--- config.mk ---
export PLATFORM = sky130hd
export DESIGN_NAME = exe_stage
export DESIGN_NICKNAME = d
export VERILOG_FILES = /design/src/rtl/exe_stage.sv
export SDC_FILE = /design/constraint.sdc
export NUM_CORES = 1
export LEC_CHECK = 0
export ABC_AREA = 0
export CORE_MARGIN = 10
export CORE_UTILIZATION = 48
export DETAILED_ROUTE_END_ITERATION = 8
export GPL_TIMING_DRIVEN = 0
export PLACE_DENSITY = 0.79
export SYNTH_ARGS = -nofsm -noshare
export SYNTH_HDL_FRONTEND = slang
export SYNTH_SLANG_ARGS = --single-unit
--- constraint.sdc ---
create_clock -name clk -period 4.3 [get_ports clk]
set_input_delay 0.43 -clock clk [delete_from_list [all_inputs] [get_ports clk]]
set_output_delay 0.43 -clock clk [all_outputs]
set_load 0.1 [all_outputs]
--- src/rtl/exe_stage.sv ---
// rtl/exe_stage.sv - ARM execute stage: condition check, ALU, NZCV flags, branch resolve, EX/MEM register
module exe_stage #(
  parameter int WIDTH = 32
) (
  input  logic             clk,
  input  logic             rst_n,
  input  logic             freeze,
  input  logic             valid_in,
  input  logic [3:0]       cond,
  input  logic [3:0]       exe_cmd,
  input  logic             mem_r_en,
  input  logic             mem_w_en,
  input  logic             wb_en,
  input  logic             s,
  input  logic             b,
  input  logic [WIDTH-1:0] pc_in,
  input  logic [WIDTH-1:0] val_rn,
  input  logic [WIDTH-1:0] val2,
  input  logic [WIDTH-1:0] val_rm,
  input  logic [23:0]      imm24,
  input  logic [3:0]       dest,
  output logic             mem_r_en_q,
  output logic             mem_w_en_q,
  output logic             wb_en_q,
  output logic [WIDTH-1:0] alu_result_q,
  output logic [WIDTH-1:0] st_val_q,
  output logic [3:0]       dest_q,
  output logic [3:0]       status,
  output logic             branch_taken,
  output logic [WIDTH-1:0] branch_addr
);

  localparam logic [3:0] CMD_MOV = 4'b0001;
  localparam logic [3:0] CMD_ADD = 4'b0010;
  localparam logic [3:0] CMD_ADC = 4'b0011;
  localparam logic [3:0] CMD_SUB = 4'b0100;
  localparam logic [3:0] CMD_SBC = 4'b0101;
  localparam logic [3:0] CMD_AND = 4'b0110;
  localparam logic [3:0] CMD_ORR = 4'b0111;
  localparam logic [3:0] CMD_EOR = 4'b1000;
  localparam logic [3:0] CMD_MVN = 4'b1001;

  logic [3:0]       status_q, status_d;
  logic             flag_n, flag_z, flag_c, flag_v;
  logic             cond_pass, exec;
  logic [3:0]       op_sel;
  logic [WIDTH-1:0] b_op, result;
  logic             cin_op, arith, op_known, carry, ovf;
  logic [WIDTH:0]   sum;
  logic [WIDTH-1:0] br_off;

  assign {flag_n, flag_z, flag_c, flag_v} = status_q;

  always_comb begin
    cond_pass = 1'b0;
    case (cond)
      4'b0000: cond_pass = flag_z;
      4'b0001: cond_pass = !flag_z;
      4'b0010: cond_pass = flag_c;
      4'b0011: cond_pass = !flag_c;
      4'b0100: cond_pass = flag_n;
      4'b0101: cond_pass = !flag_n;
      4'b0110: cond_pass = flag_v;
      4'b0111: cond_pass = !flag_v;
      4'b1000: cond_pass = flag_c && !flag_z;
      4'b1001: cond_pass = !flag_c || flag_z;
      4'b1010: cond_pass = (flag_n == flag_v);
      4'b1011: cond_pass = (flag_n != flag_v);
      4'b1100: cond_pass = !flag_z && (flag_n == flag_v);
      4'b1101: cond_pass = flag_z || (flag_n != flag_v);
      4'b1110: cond_pass = 1'b1;
      default: cond_pass = 1'b0;
    endcase
  end

  assign exec = valid_in && cond_pass;

  // Loads and stores reuse the adder for address generation whatever exe_cmd says.
  assign op_sel = (mem_r_en || mem_w_en) ? CMD_ADD : exe_cmd;

  always_comb begin
    b_op   = val2;
    cin_op = 1'b0;
    arith  = 1'b0;
    case (op_sel)
      CMD_ADD: arith = 1'b1;
      CMD_ADC: begin arith = 1'b1; cin_op = flag_c; end
      CMD_SUB: begin arith = 1'b1; b_op = ~val2; cin_op = 1'b1; end
      CMD_SBC: begin arith = 1'b1; b_op = ~val2; cin_op = flag_c; end
      default: ;
    endcase
  end

  assign sum = {1'b0, val_rn} + {1'b0, b_op} + {{WIDTH{1'b0}}, cin_op};

  always_comb begin
    result   = '0;
    op_known = 1'b1;
    carry    = flag_c;
    ovf      = flag_v;
    case (op_sel)
      CMD_MOV: result = val2;
      CMD_MVN: result = ~val2;
      CMD_AND: result = val_rn & val2;
      CMD_ORR: result = val_rn | val2;
      CMD_EOR: result = val_rn ^ val2;
      CMD_ADD, CMD_ADC, CMD_SUB, CMD_SBC: result = sum[WIDTH-1:0];
      default: op_known = 1'b0;
    endcase
    if (arith) begin
      carry = sum[WIDTH];
      ovf   = (val_rn[WIDTH-1] == b_op[WIDTH-1]) && (sum[WIDTH-1] != val_rn[WIDTH-1]);
    end
  end

  assign status_d = {result[WIDTH-1], (result == '0), carry, ovf};

  // Branch offset is a signed word count, so sign-extend and scale by 4.
  assign br_off       = {{(WIDTH-26){imm24[23]}}, imm24, 2'b00};
  assign branch_addr  = pc_in + br_off;
  assign branch_taken = exec && b && !freeze;
  assign status       = status_q;

  always_ff @(posedge clk or negedge rst_n) begin
    if (!rst_n) begin
      status_q     <= '0;
      mem_r_en_q   <= 1'b0;
      mem_w_en_q   <= 1'b0;
      wb_en_q      <= 1'b0;
      alu_result_q <= '0;
      st_val_q     <= '0;
      dest_q       <= '0;
    end else if (!freeze) begin
      mem_r_en_q   <= mem_r_en && exec && !b;
      mem_w_en_q   <= mem_w_en && exec && !b;
      wb_en_q      <= wb_en && exec && !b;
      alu_result_q <= result;
      st_val_q     <= val_rm;
      dest_q       <= dest;
      if (exec && s && !b && op_known) status_q <= status_d;
    end
  end

endmodule

==> impl_metrics.toml <==
[status]
outcome = "finished with violations"
violations = "negative setup slack"

[layout]
stdcell_count = 1573
layout_commonest_cell = "clkdlybuf4s50_1"
nFillCells = 1497
final_cell_mix = "247 x clkdlybuf4s50_1, 123 x ha_1, 87 x a21oi_1"
fin_nets = 1638
drive_above_1_share_pct = 12.1
area_delta_synth_final_pct = 41.9

[logic_synthesis]
synth_top_area_share_pct = 21.5
synth-edff-count = 0
synth_area_um2 = 8730
synth.net_count = 1338
ys_async_sr_fraction_pct = 100
yosysSeqAreaShare_pct = 21.5
synth_area_leaders = "dfrtp_1 21%, ha_1 18%, mux2_2 7.1%, xnor2_1 7.0%, a21oi_1 5.1%"
synth.largest_area_cell = "dfrtp_1"
yosysUniqueCellTypes = 72
postSynthCellCount = 1038
synth_seq_cells = 75
ys.flop_type = "dfrtp_1"
post_synth.cell_area_avg_um2 = 8.41
yosys_warnings = 0

[place]
numPortBuffers = 273
hpwlAfterDp_mm = 25.5
routabilityCongestion = 0.941
pre_cts_slack_ns = -1.77
placed_cells = 1541

[clocking]
cts_root_buffer = "clkbuf_16"
clk_pin_slew_worst_paths_ns = 0.07
clock_latency_ns = 0.35
cts.sinks = 75
htree_levels = 3
cts_tree = "done"
cts_buffers = 9
clockBufferDepth = 2

[critical_path]
end_kind = "flop"
start_kind = "input port"
reg2reg_slack_ns = 0.18
crit_chain = "dlygate4sd2_1, nor3_4, nand2_1, nor2_4, buf_8, xnor2_1, ha_1, a2111oi_1, o221ai_2, and4_1, a2111o_1, nor3_4, nand4_1, or4_4, nor4_4, nand4_1, o21ai_1"
critPathRequiredTime_ns = 4.57
cpMaxStageDelayCell = "a2111oi_1"
crit_fanout = 10
crit_arrival_ns = 4.61
critPathKind = "input port to flop"
slowest_delay_ns = 0.47

[sta]
max_freq_ghz = 0.230
finalWorstSetupSlack_ns = -0.0437
hold_violations = 0
setup_viol_count_final = 1
grt_setup_unrepaired = "true"
final_max_slew_viol_count = 0
fin_tns_setup_ns = -0.0437
fin_crit_ns = 4.34
worst_pin_slew_ns = 1.09
slew_headroom_pct = 26.9
skew_ns = 0.00796
fin_crit_sh_pct = 101

[global_route]
gr-total-overflow = 0
grt_pass1_wl_mm = 49.2
antenna_found_initial = 2
grt_pass1_vias = 9155
grt_usage_pct = 25.1
grt_max_degree = 60

[floorplan]
dieArea_um2 = 24000
rows = 49
design.core.area_um2 = 17900
die_h_um = 155
fp.dieW_um = 155
start_util_pct = 48.8
pin_count = 281

[routing]
drc_errors = 0
vias = 9211
wl_per_cell_um = 20.2
vias_per_cell = 5.86
antenna_left = 0
drtPass1Iterations = 6
drtIter0Drc = 662
wl_mm = 31.8

[worst_hold_path]
hold_class = "input port to flop"

[pwr]
power.density_nw_per_um2 = 372
power_w = 0.00461
max-vdd-ir-drop_v = 0.000355
p_leak_nw = 5.38

[flow_run]
max_cap_violations = 0
## worst paths after layout
kind / startpoint / cells after the start / end
worst max-delay path: exe_cmd[3] / 17 / status[2]
worst min-delay path: mem_w_en / 2 / mem_w_en_q
worst max register to register: status[1] / 17 / status[2]
worst min register to register: st_val_q[23] / 1 / st_val_q[23]
max in group asynchronous: rst_n / 3 / alu_result_q[3]
min in group asynchronous: rst_n / 2 / alu_result_q[22]
## layer usage
layer	routed length, µm	global-route usage [%]	share of wire, %
met1	12800	29.9	40
met2	15500	43.4	49
met3	2450	5.40	7.7
met4	1040	9.04	3.3
met5	10	0	0.031
## critical path, delay by kind of cell
kind / cells / cell delay (ns)
AND/OR/NAND/NOR: 9 / 2.01
AO/OA/AOI/OAI: 4 / 1.22
buffers and inverters: 2 / 0.52
adder cells (fa/ha/maj): 1 / 0.27
XOR/XNOR: 1 / 0.14
## final cells by class
type | instances | area [µm²] | area share [%]
Antenna cell | 1 | 2.50 | 0.0202
Multi-Input combinational cell | 828 | 6490 | 52.4
Inverter | 87 | 327 | 2.64
Tap cell | 229 | 287 | 2.31
Clock buffer | 9 | 225 | 1.82
Sequential cell | 75 | 1880 | 15.1
Clock inverter | 7 | 65.1 | 0.525
Buffer | 47 | 251 | 2.03
Timing Repair Buffer | 290 | 2870 | 23.1
## state kept, by name (all words and copies together), names as in the netlist
name and flops:
alu_result_q 32, st_val_q 32, status 4, wb_en_q 1
mem_w_en_q 1, mem_r_en_q 1, dest_q 4
## power breakdown
group	switching, W	total (W)	leakage, nW	internal [W]
sequential	0.0000733	0.000896	0.890	0.000823
clock	0.000356	0.000763	0.141	0.000407
combinational	0.00209	0.00295	4.35	0.000862
## metrics by stage
| step | utilization [%] | hold WS (ns) | instance area, µm² |
|---|---|---|---|
| after floorplan | - | 0.134 | 8750 |
| after global placement | 65.7 | 0.485 | 11800 |
| after detailed placement | 65.9 | 0.327 | 11800 |
| after CTS | 68.4 | 0.503 | 12200 |
| after global routing | 69.2 | 0.471 | 12400 |
| final | 69.2 | 0.445 | 12400 |
## cells in the mapped netlist (all sizes together), types with 6 or more instances
cell    count
a221oi     17
and3        8
o21bai      6
mux2       55
nand3      21
nor3       13
o221ai     15
xnor2      70
xor2       11
a211oi     22
nor2b      12
buf        27
o21ai      51
nor2       77
a21oi      89
ha        124
a22o        7
nand4      10
o211ai     14
nand2      66
a21o       15
mux2i       7
nand2b     15
dfrtp      75
clkbuf     21
nor4        9
o21a       10
inv        86
## repair_timing
action | in CTS | in global routing
buffers inserted | 3 | 12
pin swaps | 3 | 15
endpoints found under the hold margin | 16 | 0
gates resized for setup | 81 | 41
hold buffers | 1 | 0
cloned | 0 | 0
setup endpoints to repair | 40 | 26
## logic make-up (layout without fill, tap and decap cells)
kind of cell / Yosys count / in the layout / share of synthesized area (%)
compound gates: 303 / 303 / 23.5
fa+ha+maj: 127 / 127 / 18.5
buf+inv: 135 / 440 / 6.41
xor+xnor: 81 / 81 / 8.13
simple gates: 255 / 255 / 14.1
other cells: 0 / 1 / 0
flops: 75 / 75 / 21.5
mux: 62 / 62 / 7.90
No activity file was read; power rests on OpenSTA's default activity.
